===== src/rtl/univ_shift_reg.sv =====
// Universal shift register: parallel load plus a counted multi-cycle shift or rotate
// in one of five modes, with serial in/out and a busy/done handshake.
module univ_shift_reg #(
  parameter int WIDTH = 8,
  parameter int CNT_W = 4
) (
  input  logic             clk,
  input  logic             rst,
  input  logic             load_en,
  input  logic [WIDTH-1:0] load_val,
  input  logic             start,
  input  logic [2:0]       mode,
  input  logic [CNT_W-1:0] count,
  input  logic             ser_in,
  output logic [WIDTH-1:0] op,
  output logic             ser_out,
  output logic             busy,
  output logic             done
);

  localparam logic [0:0] STATE_IDLE = 1'b0;
  localparam logic [0:0] STATE_RUN  = 1'b1;

  localparam logic [2:0] MODE_HOLD = 3'd0;
  localparam logic [2:0] MODE_SHL  = 3'd1;
  localparam logic [2:0] MODE_SHR  = 3'd2;
  localparam logic [2:0] MODE_SRA  = 3'd3;
  localparam logic [2:0] MODE_ROL  = 3'd4;
  localparam logic [2:0] MODE_ROR  = 3'd5;

  logic [0:0]       state_q, state_d;
  logic [WIDTH-1:0] op_q, op_d;
  logic             ser_out_q, ser_out_d;
  logic             busy_q, busy_d;
  logic             done_q, done_d;
  logic [CNT_W-1:0] remaining_q, remaining_d;
  logic [2:0]       mode_q, mode_d;

  logic [WIDTH-1:0] step_op;
  logic             step_ser;

  // Result of one step in the latched mode; modes 6 and 7 fall into HOLD.
  always_comb begin
    // NOTE: every combinational output gets a default first so no path leaves it
    // unassigned, which would otherwise infer a latch.
    step_op  = op_q;
    step_ser = 1'b0;
    case (mode_q)
      MODE_HOLD: begin
        step_op  = op_q;
        step_ser = 1'b0;
      end
      MODE_SHL: begin
        step_op  = {op_q[WIDTH-2:0], ser_in};
        step_ser = op_q[WIDTH-1];
      end
      MODE_SHR: begin
        step_op  = {ser_in, op_q[WIDTH-1:1]};
        step_ser = op_q[0];
      end
      MODE_SRA: begin
        step_op  = {op_q[WIDTH-1], op_q[WIDTH-1:1]};
        step_ser = op_q[0];
      end
      MODE_ROL: begin
        step_op  = {op_q[WIDTH-2:0], op_q[WIDTH-1]};
        step_ser = op_q[WIDTH-1];
      end
      MODE_ROR: begin
        step_op  = {op_q[0], op_q[WIDTH-1:1]};
        step_ser = op_q[0];
      end
      default: begin
        step_op  = op_q;
        step_ser = 1'b0;
      end
    endcase
  end

  // Next-state logic; priority is load_en > start > shift step.
  always_comb begin
    state_d     = state_q;
    op_d        = op_q;
    ser_out_d   = ser_out_q;
    busy_d      = busy_q;
    done_d      = 1'b0;
    remaining_d = remaining_q;
    mode_d      = mode_q;

    if (load_en) begin
      // A load aborts any running command silently; ser_out keeps its last value.
      op_d        = load_val;
      state_d     = STATE_IDLE;
      busy_d      = 1'b0;
      remaining_d = '0;
    end else if (state_q == STATE_IDLE) begin
      if (start) begin
        if (count != '0) begin
          mode_d      = mode;
          remaining_d = count;
          busy_d      = 1'b1;
          state_d     = STATE_RUN;
        end else begin
          done_d = 1'b1;
        end
      end
    end else begin
      op_d        = step_op;
      ser_out_d   = step_ser;
      remaining_d = remaining_q - CNT_W'(1);
      if (remaining_q == CNT_W'(1)) begin
        busy_d  = 1'b0;
        done_d  = 1'b1;
        state_d = STATE_IDLE;
      end
    end
  end

  // NOTE: sequential state uses non-blocking assignments so every flop samples
  // the values from before the edge, independent of statement order.
  always_ff @(posedge clk or posedge rst) begin
    if (rst) begin
      state_q     <= STATE_IDLE;
      op_q        <= '0;
      ser_out_q   <= 1'b0;
      busy_q      <= 1'b0;
      done_q      <= 1'b0;
      remaining_q <= '0;
      mode_q      <= MODE_HOLD;
    end else begin
      state_q     <= state_d;
      op_q        <= op_d;
      ser_out_q   <= ser_out_d;
      busy_q      <= busy_d;
      done_q      <= done_d;
      remaining_q <= remaining_d;
      mode_q      <= mode_d;
    end
  end

  assign op      = op_q;
  assign ser_out = ser_out_q;
  assign busy    = busy_q;
  assign done    = done_q;

endmodule


===== config.mk =====
export PLATFORM = sky130hd
export DESIGN_NAME = univ_shift_reg
export DESIGN_NICKNAME = d
export VERILOG_FILES = /design/src/rtl/univ_shift_reg.sv
export SDC_FILE = /design/constraint.sdc
export NUM_CORES = 1
export LEC_CHECK = 0
export BUFFER_PORTS_ARGS = -buffer_cell sky130_fd_sc_hd__buf_2
export CAP_MARGIN = 40
export CORE_MARGIN = 4
export CORE_UTILIZATION = 52
export DETAILED_ROUTE_END_ITERATION = 8
export GPL_TIMING_DRIVEN = 0
export PLACE_DENSITY = 0.9
export SLEW_MARGIN = 0
export SYNTH_ARGS = -nofsm -noshare
export SYNTH_HDL_FRONTEND = slang
export SYNTH_SLANG_ARGS = --single-unit

===== constraint.sdc =====
create_clock -name clk -period 2.2 [get_ports clk]
set_input_delay 0.22 -clock clk [delete_from_list [all_inputs] [get_ports clk]]
set_output_delay 0.22 -clock clk [all_outputs]
set_load 0.01 [all_outputs]

==> flow_summary_export.csv, run 1 <==
group,metric,value,unit
cells_and_area,syn2layout_area_growth,16.75,%
cells_and_area,stdcell_area,1404,um2
route,ant_nets,0,
logic_synthesis,ys_ff_latch,19,
logic_synthesis,synthXorXnorAreaFrac,1.457,%
min_path,min_path_type,"input pin to async pin",
critical_path,reg2reg_depth,6,
logic_synthesis,synthMuxAreaShare,4.683,%
logic_synthesis,synth_top_area_share,39.54,%
critical_path,crit_slowest_cell,"o31ai_2",
grt,grt_pass1_wl,4692,um
logic_synthesis,synthAdderAreaFrac,4.162,%
floorplan,die-area,3146,um2
critical_path,critical_path_required,2.40,ns
critical_path,regToRegSetupSlack,0.30,ns
sta,clock.fmax,0.5266,GHz
sta,drv_slew,0,
logic_synthesis,synthTopCellsByArea,"dfrtp_1, a221oi_1, o31ai_1",
status,outcome,"complete, no violations",
critical_path,crit_arrival,2.10,ns
place,placed_cell_area,1378,um2
clock_tree,clk_latency,0.29,ns
sta,period_share,86.31,%
clock_tree,cts_max_path_buffers,2,
route,drt_iter0_markers,33,
clock_tree,cts_root_buf,"clkbuf_4",
floorplan,die_h,56.09,um
route,drt-pass1-iter-count,4,
grt,antenna_found_initial,0,
logic_synthesis,ys_warn_count,0,
clock_tree,cts_resized,0,
clock_tree,clock-sinks,19,
cells_and_area,multi_input_area,644.4,um2
power,powerDensity,739.3,nW/um2
place,numPortBuffers,28,
logic_synthesis,synth_edf_count,0,
critical_path,crit-reg2reg-launch,"mode_q[2]",
route,wl,2802,um
floorplan,die_w,56.09,um
power,peakVddDrop,0.4860,mV
floorplan,fp-row-count,17,
critical_path,cp_cell_sequence,"buf_2, inv_1, ha_1, o31ai_2, a221oi_1, o31ai_1",
logic_synthesis,avgSynthCellArea,9.937,um2
sta,finalHoldViolCount,0,
route,vias_per_cell,5.956,
logic_synthesis,synth_flop_cell,"dfrtp_1",
route,drc,0,
cells_and_area,nets,178,
sta,tns,0,ns
cells_and_area,nFillCells,173,
clock_tree,post_cts_buffers,0,
logic_synthesis,netlist_instances,121,
critical_path,start_kind,"register",
cells_and_area,final_cell_mix,"buf_2, dfrtp_1, nor2_1",
logic_synthesis,yosysTopAreaCell,"dfrtp_1",
sta,relSlewSlack,51.40,%
floorplan,start_util,54.36,%
grt,grt_usage,18.68,%
grt,grt_max_degree,20,
clock_tree,cts_tree,"built",
floorplan,ios,31,
route,vias,1078,
critical_path,r2r-end,"op[5]",
clock_tree,htreeDepth,1,
route,wl_per_cell,15.48,um
sta,fin_skew,0.008027,ns
clock_tree,clkTransAtPathRegs,0.11,ns
logic_synthesis,ys_seq_area_share,39.54,%
clock_tree,cts_hold_buf,0,
logic_synthesis,async_flop_share,100.0,%
grt,grt_pass1_vias,1049,
critical_path,worstPathMaxFanout,10,
logic_synthesis,synth_compound_area_share,24.97,%
cells_and_area,final-seq-area,475.5,um2
floorplan,core_area,2212,um2
cells_and_area,final_common_cell,"buf_2",
critical_path,worstSetupEndpointType,"register",
cells_and_area,drive_above_1_share,30.07,%
logic_synthesis,synth_area,1202,um2
power,leakagePower,0.6485,nW
logic_synthesis,synth_fp_nets,145,
logic_synthesis,netlist-cell-type-count,37,
clock_tree,cts_buffers,3,
place,gp_congestion,0.8650,
logic_synthesis,synth-simple-area-share,18.31,%
logic_synthesis,synth_top_family_by_area,"compound AO/OA/AOI/OAI gates",
sta,tightest_slew,0.7282,ns
critical_path,worstSetupPathType,"register to register",
grt,overflow,0,
sta,rsz0062_at_grt,"false",
place,hpwl,2135,um
sta,min_period,1.899,ns
cells_and_area,num_antenna_cells,0,
sta,setup_viol,0,
critical_path,crit_path_max_incr_delay,0.51,ns
run,max-cap-violations,0,
power breakdown:
group	switching (mW)	internal (mW)
combinational	0.226	0.184
clock	0.103	0.0705
sequential	0.0505	0.403
total	0.380	0.658
synth_stat cells, drive strengths merged (4+ instances only):
master  count
a221oi      9
nand2      11
a211oi      4
o31ai      11
inv         5
mux2        4
a21oi       7
nor2       12
ha          4
dfrtp      19
buf         5
sequential cells by signal, indices dropped and copies added, names as in the netlist:
signal,cells
op,8
remaining_q,4
mode_q,3
busy,1
done,1
ser_out,1
state_q,1
cell type report:
| class | count | area share, % |
|---|---|---|
| multi-input cells | 89 | 45.90 |
| flip-flops and latches | 19 | 33.87 |
| repair buffers | 28 | 9.982 |
| plain buffers | 8 | 4.545 |
| well taps | 28 | 2.496 |
| clock buffers | 4 | 1.872 |
| inverters | 5 | 1.337 |
worst max-delay path by stage:
stage	start	endpoint	cells after the start
global route	mode_q[2]	op[4]	6
global placement	mode_q[2]	op[3]	6
detailed placement	mode_q[2]	op[5]	6
finish	mode_q[2]	op[5]	6
CTS	mode_q[2]	op[5]	6
floorplan	mode_q[2]	op[2]	6
per-layer routing:
layer  vias up  GRT usage (%)  routed length, um
met5         -              0                  0
met4         0          6.441                 29
met3         6          3.016                146
met2        33          32.55               1438
met1       516          23.15               1187
li1        523              -                  -
stage by stage:
stage          power, mW  hold slack, ns  instances  utilization, %  worst slack (ns)
6_report           1.038         0.02774        181           63.46            0.3011
5_1_grt            1.112         0.08201        181           63.46            0.1218
4_1_cts            1.045         0.05075        181           63.46            0.3028
3_5_place_dp      0.8697          0.3795        177           62.27            0.3339
3_3_place_gp      0.8486          0.3743        177           62.27            0.4063
2_1_floorplan     0.7487          0.1711        121               -            0.6040
worst max-delay path, delay by kind of cell, from the launching register on:
kind	cells	cell delay, ns
buffers and inverters	2	0.28
adder cells (fa/ha/maj)	1	0.22
AO/OA/AOI/OAI	3	0.91
flip-flops	1	0.39
logic make-up after synthesis:
| kind of cell | after synthesis |
|---|---|
| buf+inv | 13 |
| simple gates | 40 |
| mux | 4 |
| xor+xnor | 2 |
| compound gates | 39 |
| flops | 19 |
| fa+ha+maj | 4 |
(Power assumes the default switching activity.)
==> run 2, diff against run 1 <==
--- a/config.mk
+++ b/config.mk
@@ -6,11 +6,11 @@
 export NUM_CORES = 1
 export LEC_CHECK = 0
 export BUFFER_PORTS_ARGS = -buffer_cell sky130_fd_sc_hd__buf_2
-export CAP_MARGIN = 40
+export CAP_MARGIN = 5
 export CORE_MARGIN = 4
 export CORE_UTILIZATION = 52
 export DETAILED_ROUTE_END_ITERATION = 8
-export GPL_TIMING_DRIVEN = 0
+export GPL_TIMING_DRIVEN = 1
 export PLACE_DENSITY = 0.9
 export SLEW_MARGIN = 0
 export SYNTH_ARGS = -nofsm -noshare
==> run 2 against run 1 <==
  * Highest routed layer unchanged
  * Non-clock buffer count fell by 6
  * Power down 2.2%
  * Sequential power rose by 6.6%
  * Core utilization fell by 2.4 points
  * First-iteration DRC count down 30%
  * Hold slack worse by 0.014 ns
==> flow_summary_export.csv, run 2 (synthesized netlist as in run 1, its figures left out) <==
group,metric,value,unit
grt,grt_pass1_vias,987,
sta,rsz0062_at_grt,"false",
clock_tree,cts_max_path_buffers,2,
floorplan,die_h,56.09,um
route,wl_per_cell,14.84,um
floorplan,ios,31,
power,peakVddDrop,0.4744,mV
critical_path,critical_path_required,2.40,ns
clock_tree,cts_resized,0,
floorplan,start_util,54.36,%
route,drt-pass1-iter-count,4,
critical_path,worstPathMaxFanout,13,
sta,fin_skew,0.002467,ns
cells_and_area,final_common_cell,"buf_2",
route,drc,0,
clock_tree,cts_hold_buf,0,
power,comb_power_share,34.5,%
route,drt_iter0_markers,23,
clock_tree,post_cts_buffers,0,
sta,finalHoldViolCount,0,
power,pwr-share-seq,47.7,%
run,max-cap-violations,0,
place,hpwl,1949,um
power,p_switching,0.3791,mW
clock_tree,cts_root_buf,"clkbuf_4",
cells_and_area,syn2layout_area_growth,12.28,%
power,p_sw_share,37.37,%
route,wl,2597,um
grt,grt_max_degree,26,
cells_and_area,final_cell_mix,"buf_2, dfrtp_1, nor2_1",
grt,overflow,0,
status,outcome,"complete, no violations",
critical_path,start_kind,"register",
route,ant_nets,0,
floorplan,core_area,2212,um2
clock_tree,clk_latency,0.30,ns
floorplan,die-area,3146,um2
min_path,min_path_type,"input pin to async pin",
grt,grt_pass1_wl,4374,um
cells_and_area,drive_above_1_share,29.25,%
power,total_power,1.014,mW
place,numPortBuffers,30,
sta,tns,0,ns
floorplan,fp-row-count,17,
sta,whs,0.01350,ns
sta,relSlewSlack,52.00,%
clock_tree,clock-sinks,19,
critical_path,worstSetupPathType,"register to register",
route,vias_per_cell,6.046,
critical_path,worstSetupEndpointType,"register",
critical_path,crit_arrival,2.08,ns
sta,setup_viol,0,
grt,antenna_found_initial,0,
sta,tightest_slew,0.7193,ns
clock_tree,clkTransAtPathRegs,0.11,ns
cells_and_area,num_antenna_cells,0,
floorplan,die_w,56.09,um
cells_and_area,final_core_util,61.03,%
cells_and_area,nets,172,
clock_tree,cts_tree,"built",
sta,period_share,85.52,%
power,leakagePower,0.6234,nW
sta,clock.fmax,0.5315,GHz
power,powerDensity,751.5,nW/um2
power,p_int,0.6354,mW
grt,grt_usage,17.29,%
clock_tree,htreeDepth,1,
power,pwr-share-clk,17.8,%
cells_and_area,largest_reg_flops,8,
clock_tree,cts_buffers,3,
place,gp_congestion,0.8061,
sta,min_period,1.881,ns
sta,drv_slew,0,
route,vias,1058,
[run 2: cell types whose count changed in the layout (fill, tap and decap cells not counted), sizes merged]
cell    before  now
buf         33   30
clkbuf       7    4
[run 2: metrics by stage]
| step | setup WS (ns) | cell area [um2] | cells |
|---|---|---|---|
| finish | 0.3186 | 1350 | 175 |
| floorplan | 0.6040 | 1202 | 121 |
| detailed placement | 0.3572 | 1324 | 171 |
| global route | 0.1628 | 1350 | 175 |
| global placement | 0.4483 | 1324 | 171 |
| CTS | 0.3364 | 1350 | 175 |
[run 2: final cells by class]
type                    count  area, um2
fillers                   197      862.1
inverters                   5      18.77
clock buffers               4      26.28
flip-flops and latches     19      475.5
repair buffers             30      150.1
multi-input cells          89      644.4
well taps                  28      35.03
[run 2: critical path, cell delays in order, from the launching register on]
cell	delay, ns
dfrtp_1	0.58
inv_1	0.09
ha_1	0.23
o31ai_2	0.49
a221oi_1	0.10
o31ai_1	0.30
[run 2: routing by layer]
layer | vias up | global-route usage [%] | wire length, um
met3 | 4 | 3.016 | 127
met2 | 32 | 27.88 | 1347
met1 | 516 | 22.79 | 1086
li1 | 506 | - | -
met4 | 0 | 7.119 | 36
met5 | - | 0 | 0
[run 2: path summary, 6_finish.rpt]
check                            start             end  slack [ns]  depth (start not counted)
setup / recovery             mode_q[2]           op[2]        0.32                          5
hold / removal                     rst       mode_q[1]        0.01                          2
setup reg to reg             mode_q[2]           op[2]        0.32                          5
hold reg to reg                ser_out         ser_out        0.54                          1
max in group asynchronous          rst  remaining_q[1]        1.73                          2
min in group clk           load_val[0]           op[0]        0.12                          3
[run 2: power by group through the flow]
stage               Clock, mW  Sequential (mW)  Combinational, mW
floorplan                   0            0.467              0.282
finish                  0.181            0.484              0.350
CTS                     0.191            0.482              0.351
detailed placement          0            0.489              0.349
global placement            0            0.481              0.337
global route            0.200            0.495              0.391
